[config.mk]
export PLATFORM = sky130hd
export DESIGN_NAME = scan_sequencer
export DESIGN_NICKNAME = d
export VERILOG_FILES = /design/src/rtl/scan_sequencer.sv
export SDC_FILE = /design/constraint.sdc
export NUM_CORES = 1
export LEC_CHECK = 0
export CAP_MARGIN = 25
export CORE_ASPECT_RATIO = 0.7
export CORE_MARGIN = 5
export CORE_UTILIZATION = 50
export CTS_CLUSTER_SIZE = 12
export DETAILED_ROUTE_END_ITERATION = 10
export PLACE_DENSITY = 0.86
export SYNTH_ARGS = -nofsm -noshare
export SYNTH_HDL_FRONTEND = slang
export SYNTH_SLANG_ARGS = --single-unit
[constraint.sdc]
create_clock -name clk -period 3.09 [get_ports clk]
set_clock_uncertainty 0.05 [all_clocks]
set_input_delay 0.927 -clock clk [delete_from_list [all_inputs] [get_ports clk]]
set_output_delay 0.927 -clock clk [all_outputs]
set_load 0.02 [all_outputs]
[src/rtl/scan_sequencer.sv]
// ---------------------------------------------------------------------------
// scan_sequencer
//
// Steps a downstream 2:4 decoder through the enabled channels of a 4-bit
// mask. Each channel is held for dwell+1 cycles. A pass is one visit to
// every enabled channel. In single-shot mode the block stops after one pass
// and pulses done. In free-run mode it repeats passes and pulses wrap on the
// first cycle of each new pass.
//
// Ports
//   clk    : clock; all state changes on its rising edge
//   rst    : synchronous active-high reset
//   start  : scan request; accepted only in IDLE, with stop=0 and mask!=0
//   stop   : abort; takes priority over start and over channel advance
//   mode   : 0 = single-shot, 1 = free-run (latched when start is accepted)
//   mask   : channel-enable set, bit i = channel i (latched at start)
//   dwell  : each channel is held for dwell+1 cycles (latched at start)
//   D      : registered channel select code for the decoder
//   En     : registered decoder enable, high while scanning
//   busy   : high while scanning (same as En)
//   done   : 1-cycle pulse when a single-shot pass ends
//   wrap   : 1-cycle pulse on the first cycle of each repeated free-run pass
// ---------------------------------------------------------------------------
module scan_sequencer #(
  parameter int DWELL_W = 8
) (
  input  logic               clk,
  input  logic               rst,
  input  logic               start,
  input  logic               stop,
  input  logic               mode,
  input  logic [3:0]         mask,
  input  logic [DWELL_W-1:0] dwell,
  output logic [1:0]         D,
  output logic               En,
  output logic               busy,
  output logic               done,
  output logic               wrap
);

  typedef enum logic {
    IDLE = 1'b0,
    SCAN = 1'b1
  } state_t;

  state_t             state_q;
  logic [1:0]         d_q;
  logic               done_q;
  logic               wrap_q;
  logic [DWELL_W-1:0] cnt_q;
  logic [DWELL_W-1:0] dwell_q;
  logic               mode_q;
  logic [3:0]         mask_q;

  logic [1:0]         firstCh_d;
  logic [1:0]         nextCh_d;
  logic               passEnd_d;
  logic [1:0]         idx;

  // Channel search. firstCh_d is the lowest set bit of the live mask input,
  // used when a start is accepted. nextCh_d is the next set bit of the
  // latched mask, searching upward from d_q+1 and wrapping modulo 4. The
  // loops run downward so the nearest candidate is assigned last and wins.
  // When only one mask bit is set, the search ends on d_q itself at offset 4.
  // A pass ends whenever the search does not move strictly upward.
  always_comb begin
    firstCh_d = 2'd0;
    for (int i = 3; i >= 0; i--) begin
      if (mask[i]) firstCh_d = 2'(i);
    end

    nextCh_d = d_q;
    idx      = 2'd0;
    for (int i = 4; i >= 1; i--) begin
      idx = d_q + 2'(i);
      if (mask_q[idx]) nextCh_d = idx;
    end

    passEnd_d = (nextCh_d <= d_q);
  end

  // Sequencer state machine. Reset has priority over everything. done and
  // wrap default low so that each is a single-cycle pulse. The dwell counter
  // reaching zero marks the last cycle on the current channel. Stop leaves D
  // where it was and raises no pulse.
  always_ff @(posedge clk) begin
    if (rst) begin
      state_q <= IDLE;
      d_q     <= 2'd0;
      done_q  <= 1'b0;
      wrap_q  <= 1'b0;
      cnt_q   <= '0;
      dwell_q <= '0;
      mode_q  <= 1'b0;
      mask_q  <= 4'd0;
    end else begin
      done_q <= 1'b0;
      wrap_q <= 1'b0;
      case (state_q)
        IDLE: begin
          if (start && !stop && (mask != 4'd0)) begin
            mode_q  <= mode;
            mask_q  <= mask;
            dwell_q <= dwell;
            d_q     <= firstCh_d;
            cnt_q   <= dwell;
            state_q <= SCAN;
          end
        end
        SCAN: begin
          if (stop) begin
            state_q <= IDLE;
          end else if (cnt_q == '0) begin
            cnt_q <= dwell_q;
            if (passEnd_d && !mode_q) begin
              state_q <= IDLE;
              done_q  <= 1'b1;
            end else begin
              d_q    <= nextCh_d;
              wrap_q <= passEnd_d;
            end
          end else begin
            cnt_q <= cnt_q - 1'b1;
          end
        end
        default: state_q <= IDLE;
      endcase
    end
  end

  assign D    = d_q;
  assign En   = (state_q == SCAN);
  assign busy = (state_q == SCAN);
  assign done = done_q;
  assign wrap = wrap_q;

endmodule

==> results of run 1 <==
==> cells by family after synthesis <==
group | synth area share
AO/OA/AOI/OAI | 0.2851
XOR/XNOR | 0.01164
adder cells (fa/ha/maj) | 0.03325
buffers and inverters | 0.06068
flip-flops | 0.3458
multiplexers | 0.01413
AND/OR/NAND/NOR | 0.2494
==> cell type report <==
| cell class | count | area share |
|---|---|---|
| multi-input combinational | 143 | 0.4847 |
| inverter | 9 | 0.01833 |
| tap | 36 | 0.02444 |
| clock buffer | 4 | 0.02987 |
| timing repair buffer | 32 | 0.1602 |
| sequential | 26 | 0.2824 |
==> report_power, final <==
part	switching [uW]	internal [uW]
clock network	108	114
registers	28.4	357
logic	138	118
total	274	589
==> worst max-delay path, delay by kind of cell <==
kind / cells / cell delay (ns)
buffers and inverters: 1 / 0.51
AOI/OAI and AO/OA: 3 / 0.74
and+or+nand+nor: 1 / 0.54
==> path summary, 6_finish.rpt <==
path,slack (ns),startpoint,to
max,0.48,stop,cnt_q[7]
min,0.41,dwell_q[5],dwell_q[5]
max reg2reg,0.88,D[0],D[1]
min reg2reg,0.41,dwell_q[5],dwell_q[5]
==> metal layers <==
layer / track usage / wire length, um / vias to the layer above
li1: - / - / 743
met3: 0.03971 / 256 / 2
met5: 0 / 0 / -
met1: 0.2933 / 1893 / 685
met4: 0.01995 / 10 / 0
met2: 0.2583 / 1558 / 43
==> synthesized netlist by cell type (2+ instances only) <==
master | count | area (um2)
nor4_1 | 4 | 25.02
a31oi_1 | 3 | 18.77
a21oi_1 | 15 | 75.07
nand2_1 | 28 | 105.1
xnor2_1 | 2 | 17.52
nor3_1 | 6 | 30.03
or3b_2 | 2 | 17.52
ha_1 | 4 | 50.05
a311oi_1 | 5 | 43.79
a211oi_1 | 5 | 37.54
nand3b_1 | 2 | 15.01
nor2_1 | 16 | 60.06
nor2b_1 | 2 | 12.51
inv_1 | 9 | 33.78
a22oi_1 | 4 | 30.03
o21ai_0 | 8 | 40.04
nor3b_1 | 4 | 30.03
clkbuf_1 | 5 | 18.77
o211ai_1 | 4 | 30.03
buf_6 | 2 | 22.52
dfxtp_1 | 26 | 520.5
nand2b_1 | 4 | 25.02
or3_1 | 2 | 12.51
o311ai_0 | 2 | 17.52
==> stage by stage <==
stage,instances,setup WS [ns],total power (uW),area [um2]
finish,250,0.4829,863.6,1843
global route,250,0.3905,913.3,1843
CTS,250,0.4957,864.3,1843
detailed placement,246,0.2146,643.0,1788
global placement,246,0.2530,637.2,1788
floorplan,188,0.7679,568.3,1505
==> registers in the layout, summed over array words and instances (netlist names) <==
signal / flops
D: 2
cnt_q: 8
wrap: 1
dwell_q: 8
mode_q: 1
mask_q: 4
done: 1
En: 1
==> flow_summary.json, run 1 <==
{
  "outcome": "complete, no violations",
  "hold_path_depth": 2,
  "syn-instance-count": 188,
  "cts_root_buffer": "clkbuf_8",
  "tns_ns": 0,
  "ctsHoldBuffers": 0,
  "grt_pass1_vias": 1341,
  "wl_per_cell_um": 14.87,
  "yosys_most_used_dff": "dfxtp_1",
  "cts_setup_buffers": 0,
  "yosys_warnings": 0,
  "final_common_cell": "nand2_1",
  "final_cell_mix": "nand2_1, dfxtp_1, clkdlybuf4s50_1",
  "arrival_ns": 2.71,
  "rsz0062_at_grt": "no",
  "place.gp.congestion": 0.8725,
  "maxSlewViolCount": 0,
  "crit_chain": "clkdlybuf4s50_1, or3b_2, o21ai_4, a21oi_1, a2111oi_1",
  "io_buffers": 22,
  "fin_crit_ns": 2.607,
  "grt-ovfl-total": 0,
  "p_per_area_mw_per_mm2": 468.6,
  "pin_count": 23,
  "ant_nets": 0,
  "crit_fanout": 7,
  "drc_errors": 0,
  "drt_iter0_drc": 123,
  "max_clock_freq_mhz": 383.6,
  "r2r_cells": 8,
  "viasPerCell": 5.892,
  "die_h_um": 55.91,
  "critPathKind": "input pin to register",
  "mappedNetlistArea_mm2": 0.001505,
  "clk_latency_ns": 0.27,
  "post_route_cells_drive_above_1_share": 0.09813,
  "max_stage_delay_ns": 0.54,
  "hold_viol_final": 0,
  "tightest_slew_ns": 0.5764,
  "synth.net_count": 209,
  "multi_input_area_um2": 893.4,
  "vias": 1473,
  "synth_edf_count": 0,
  "ys_ff_latch": 26,
  "final_core_utilization": 0.6483,
  "die_w_um": 75.58,
  "fin_crit_sh": 0.8437,
  "grt_max_degree": 17,
  "die-area_mm2": 0.004225,
  "synth.distinct_cells": 48,
  "post_cts_resized": 0,
  "antenna_cells": 0,
  "syn_to_final_growth_pct": 22.44,
  "setup_viol": 0,
  "grtUsageTotal": 0.1846,
  "core_region_area_mm2": 0.002843,
  "row_count": 16,
  "hpwl_um": 2745,
  "cts_sinks": 26,
  "tritoncts": "built",
  "fillers": 245,
  "maxCapViolations": 0,
  "hp-class": "register to register",
  "worstPathRequired_ns": 3.20,
  "ys_seq_area_frac": 0.3458,
  "cts_buffer_depth": 2,
  "critPathLaunchType": "input pin",
  "fin_nets": 236,
  "routed_wl_um": 3718,
  "holdWs_ns": 0.4084,
  "grt_pass1_wl_um": 6258,
  "cts_max_level": 1,
  "firstDrtPassIters": 4,
  "start_util": 0.5295,
  "antenna_found_initial": 0,
  "p_leak_uw": 0.0006722,
  "cts.clk_slew.worst_paths_ns": 0.09,
  "slowest_stage": "or3b_2",
  "numCtsBuffers": 3,
  "cp-end-kind": "register",
  "synth-async-reset-ratio": 0,
  "seq_area_um2": 520.5,
  "syn_area_per_cell_um2": 8.006,
  "peakVddDrop_mv": 0.3240,
  "slew-limit-headroom": 0.6145
}
(Power assumes the default switching activity.)
==> inputs of run 2 (changes only) <==
CORE_UTILIZATION = 48   (was 50)
clock period = 2.27 ns   (was 3.09 ns; I/O delays follow)
==> flow_summary.json, run 2 (synthesis results as in run 1) <==
{
  "outcome": "complete, no violations",
  "io_buffers": 22,
  "grt-ovfl-total": 0,
  "maxSlewViolCount": 0,
  "final_cell_mix": "nand2_1, buf_4, dfxtp_1",
  "cp-end-kind": "register",
  "critPathLaunchType": "input pin",
  "rrSetupSlack_ns": 0.13,
  "core_region_area_mm2": 0.003084,
  "viasPerCell": 6.000,
  "setup_viol": 0,
  "antenna_cells": 0,
  "top_regs": "cnt_q (8), dwell_q (8), mask_q (4)",
  "grt_use_met3": 0.04808,
  "place.gp.congestion": 0.8779,
  "numCtsBuffers": 3,
  "detailedPlace.worstSlack_ns": -0.2574,
  "arrival_ns": 2.34,
  "ant_nets": 0,
  "peakVddDrop_mv": 0.3179,
  "grt_pass1_vias": 1383,
  "place_area_mm2": 0.001896,
  "setup_ws_ns": 0.07028,
  "final_common_cell": "nand2_1",
  "holdWs_ns": 0.4136,
  "clk_latency_ns": 0.27,
  "row_count": 17,
  "cts.clk_slew.worst_paths_ns": 0.09,
  "grt_max_degree": 14,
  "tns_ns": 0,
  "fillers": 282,
  "die_w_um": 76.93,
  "tightest_slew_ns": 0.4966,
  "p_per_area_mw_per_mm2": 597.0,
  "cts_max_level": 1,
  "maxCapViolations": 0,
  "busiest_layer": "met2",
  "max_clock_freq_mhz": 454.6,
  "grtUsageTotal": 0.1804,
  "vias": 1590,
  "fin_nets": 250,
  "start_util": 0.4880,
  "antenna_found_initial": 0,
  "syn_to_final_growth_pct": 29.76,
  "cts_sinks": 26,
  "die-area_mm2": 0.004373,
  "fin_crit_sh": 0.9690,
  "tritoncts": "built",
  "fin_crit_ns": 2.200,
  "firstDrtPassIters": 4,
  "cts_setup_buffers": 0,
  "die_h_um": 56.85,
  "hpwl_um": 3011,
  "drt_iter0_drc": 161,
  "wl_per_cell_um": 14.92,
  "use_met1": 0.2556,
  "hp-class": "register to register",
  "p_leak_uw": 0.0007354,
  "final_area_mm2": 0.001953,
  "ctsHoldBuffers": 0,
  "cts_root_buffer": "clkbuf_8",
  "slew-limit-headroom": 0.6659,
  "cts_buffer_depth": 2,
  "crit_fanout": 8,
  "critPathKind": "input pin to register",
  "pin_count": 23,
  "hold_viol_final": 0,
  "routed_wl_um": 3954,
  "use_met2": 0.2733,
  "post_route_cells_drive_above_1_share": 0.1762,
  "worstPathRequired_ns": 2.41,
  "grt_pass1_wl_um": 6513,
  "drc_errors": 0
}
-- run 2: cell count changes in the layout (fill, tap and decap cells not counted), sizes merged --
cell and delta:
buf +14, clkbuf -1
-- run 2: layer usage --
metal	up-vias	part of all wire	routed length (um)
met4	0	0.0094	37
li1	770	-	-
met5	-	0	0
met2	78	0.43	1691
met3	4	0.10	396
met1	738	0.46	1830
-- run 2: power breakdown --
part           internal (uW)  total (uW)  leakage (uW)  switching, uW
sequential               487         525      0.000214           37.9
clock                    119         262     0.0000216            143
combinational            180         380      0.000500            199
total                    786        1170      0.000735            380
-- run 2: worst paths after layout --
path	start	end	cells after the start
worst max-delay path	start	cnt_q[5]	6
worst min-delay path	dwell_q[2]	dwell_q[2]	2
worst max register to register	cnt_q[0]	D[1]	6
worst min register to register	dwell_q[2]	dwell_q[2]	2
-- run 2: per-stage QoR --
step	utilization	power, uW	instances
floorplan	-	773.6	188
global placement	0.6146	888.3	262
detailed placement	0.6146	897.9	262
CTS	0.6280	1157	265
global route	0.6333	1224	265
finish	0.6333	1166	265
-- run 2: layout make-up --
| class | instances | area (um2) | area share |
|---|---|---|---|
| multi-input combinational | 143 | 905.9 | 0.4638 |
| sequential | 26 | 524.3 | 0.2684 |
| timing repair buffer | 46 | 400.4 | 0.2050 |
| tap | 38 | 47.55 | 0.02434 |
| clock buffer | 3 | 41.29 | 0.02114 |
| inverter | 9 | 33.78 | 0.01730 |
-- run 2: worst max-delay path, stage by stage --
cell and delay (ns):
clkdlybuf4s50_1 0.49, or3b_2 0.50, o21ai_4 0.20, buf_4 0.19, nor2_1 0.05, a311oi_1 0.23
-- run 2: repair_timing --
| action | in CTS | in global routing |
|---|---|---|
| hold endpoints to repair | 0 | 0 |
| setup endpoints to repair | 0 | 3 |
| gates resized for setup | 0 | 7 |
==> inputs of run 3 (changes only) <==
PLACE_DENSITY = 0.84   (was 0.86)
==> flow_summary.json, run 3 (synthesis results as in run 1) <==
{
  "outcome": "complete, no violations",
  "viasPerCell": 6.120,
  "p_sw_frac": 0.3314,
  "internal_power_uw": 829.2,
  "clk_latency_ns": 0.28,
  "vias": 1628,
  "cts_buffer_depth": 2,
  "r2r-end": "D[1]",
  "pin_count": 23,
  "r2r_cells": 9,
  "p_comb_frac": 0.327,
  "io_buffers": 22,
  "grt-ovfl-total": 0,
  "syn_to_final_growth_pct": 34.08,
  "cts_root_buffer": "clkbuf_8",
  "cts_max_level": 1,
  "row_count": 17,
  "final_area_mm2": 0.002018,
  "grt_pass1_vias": 1489,
  "p_seq_frac": 0.420,
  "fin_crit_sh": 0.9843,
  "rsz0062_at_grt": "yes",
  "drc_errors": 0,
  "ctsHoldBuffers": 0,
  "numCtsBuffers": 3,
  "cts_sinks": 26,
  "hpwl_um": 3120,
  "reg2reg_from": "D[0]",
  "routed_wl_um": 4426,
  "setup_viol": 0,
  "final_core_utilization": 0.6544,
  "tightest_slew_ns": 0.4786,
  "grtUsageTotal": 0.1917,
  "drt_iter0_drc": 269,
  "grt_pass1_wl_um": 6844,
  "hold_viol_final": 0,
  "maxSlewViolCount": 0,
  "detailedPlace.worstSlack_ns": -0.2565,
  "maxCapViolations": 0,
  "switchingPower_uw": 411.1,
  "clkPwrFrac": 0.253,
  "critPathKind": "input pin to register",
  "top_regs": "cnt_q (8), dwell_q (8), mask_q (4)",
  "setup_ws_ns": 0.03569,
  "hold_end": "dwell_q[2]",
  "fin_crit_ns": 2.234,
  "die_h_um": 56.85,
  "wl_per_cell_um": 16.64,
  "firstDrtPassIters": 5,
  "crit_fanout": 12,
  "slew-limit-headroom": 0.6780,
  "arrival_ns": 2.36,
  "place.gp.congestion": 0.9133,
  "cts.clk_slew.worst_paths_ns": 0.10,
  "grt_max_degree": 16,
  "place_area_mm2": 0.001901,
  "antenna_found_initial": 0,
  "tritoncts": "built",
  "critPathLaunchType": "input pin",
  "start_util": 0.4880,
  "die_w_um": 76.93,
  "rrSetupSlack_ns": 0.08,
  "post_route_cells_drive_above_1_share": 0.2149,
  "final_cell_mix": "nand2_1, clkdlybuf4s50_1, buf_4",
  "max_clock_freq_mhz": 447.6,
  "worstPathRequired_ns": 2.40,
  "hold_path_depth": 2,
  "hold_start": "dwell_q[2]",
  "ant_nets": 0,
  "antenna_cells": 0,
  "hp-class": "register to register",
  "p_leak_uw": 0.0007592,
  "die-area_mm2": 0.004373,
  "peakVddDrop_mv": 0.4447,
  "p_per_area_mw_per_mm2": 614.5,
  "fin_nets": 250,
  "final_common_cell": "nand2_1",
  "cp-end-kind": "register",
  "core_region_area_mm2": 0.003084
}
[run 3: power groups by stage]
stage,logic (uW),registers [uW],clock network (uW)
final,405,521,314
after global routing,440,525,328
after CTS,380,520,308
after detailed placement,375,530,0
after global placement,367,528,0
after floorplan,246,527,0
[run 3: worst max-delay path by stage]
stage,startpoint,endpoint,slack [ns]
2_1_floorplan,D[0],D[1],0.12
3_3_place_gp,start,D[0],-0.19
3_5_place_dp,start,D[0],-0.26
4_1_cts,start,D[0],0.03
5_1_grt,start,cnt_q[7],-0.04
6_report,start,D[0],0.04
[run 3: layout make-up]
type                    instances  area (um2)
flip-flops and latches         26       535.5
clock buffers                   4       55.05
multi-input cells             143       929.6
repair buffers                 46       416.7
well taps                      38       47.55
fillers                       238        1066
inverters                       9       33.78
[run 3: metrics by stage]
step / setup TNS (ns) / hold slack, ns / total power (uW) / instances
after CTS: 0 / 0.4094 / 1208 / 265
after global placement: -2.316 / 0.3922 / 895.3 / 261
after global routing: -0.1040 / 0.4269 / 1294 / 266
final: 0 / 0.4098 / 1240 / 266
after detailed placement: -2.761 / 0.3966 / 905.4 / 261
after floorplan: 0 / 0.3820 / 773.6 / 188
[run 3: routing by layer]
| layer | global-route usage | wire length, um | up-vias |
|---|---|---|---|
| met5 | 0 | 0 | - |
| met3 | 0.05929 | 456 | 12 |
| met1 | 0.2616 | 1902 | 752 |
| met2 | 0.2866 | 1963 | 90 |
| li1 | - | - | 774 |
| met4 | 0.05985 | 103 | 0 |
[run 3: what timing repair did]
item | CTS | global route
setup endpoints to repair | 0 | 4
resized for setup | 0 | 20
setup buffers | 0 | 1
endpoints found under the hold margin | 0 | 0
[run 3: worst max-delay path: stages]
cell	delay [ns]
clkdlybuf4s50_1	0.49
or3b_2	0.50
nor2_2	0.16
buf_6	0.17
a211oi_1	0.07
a311oi_2	0.29
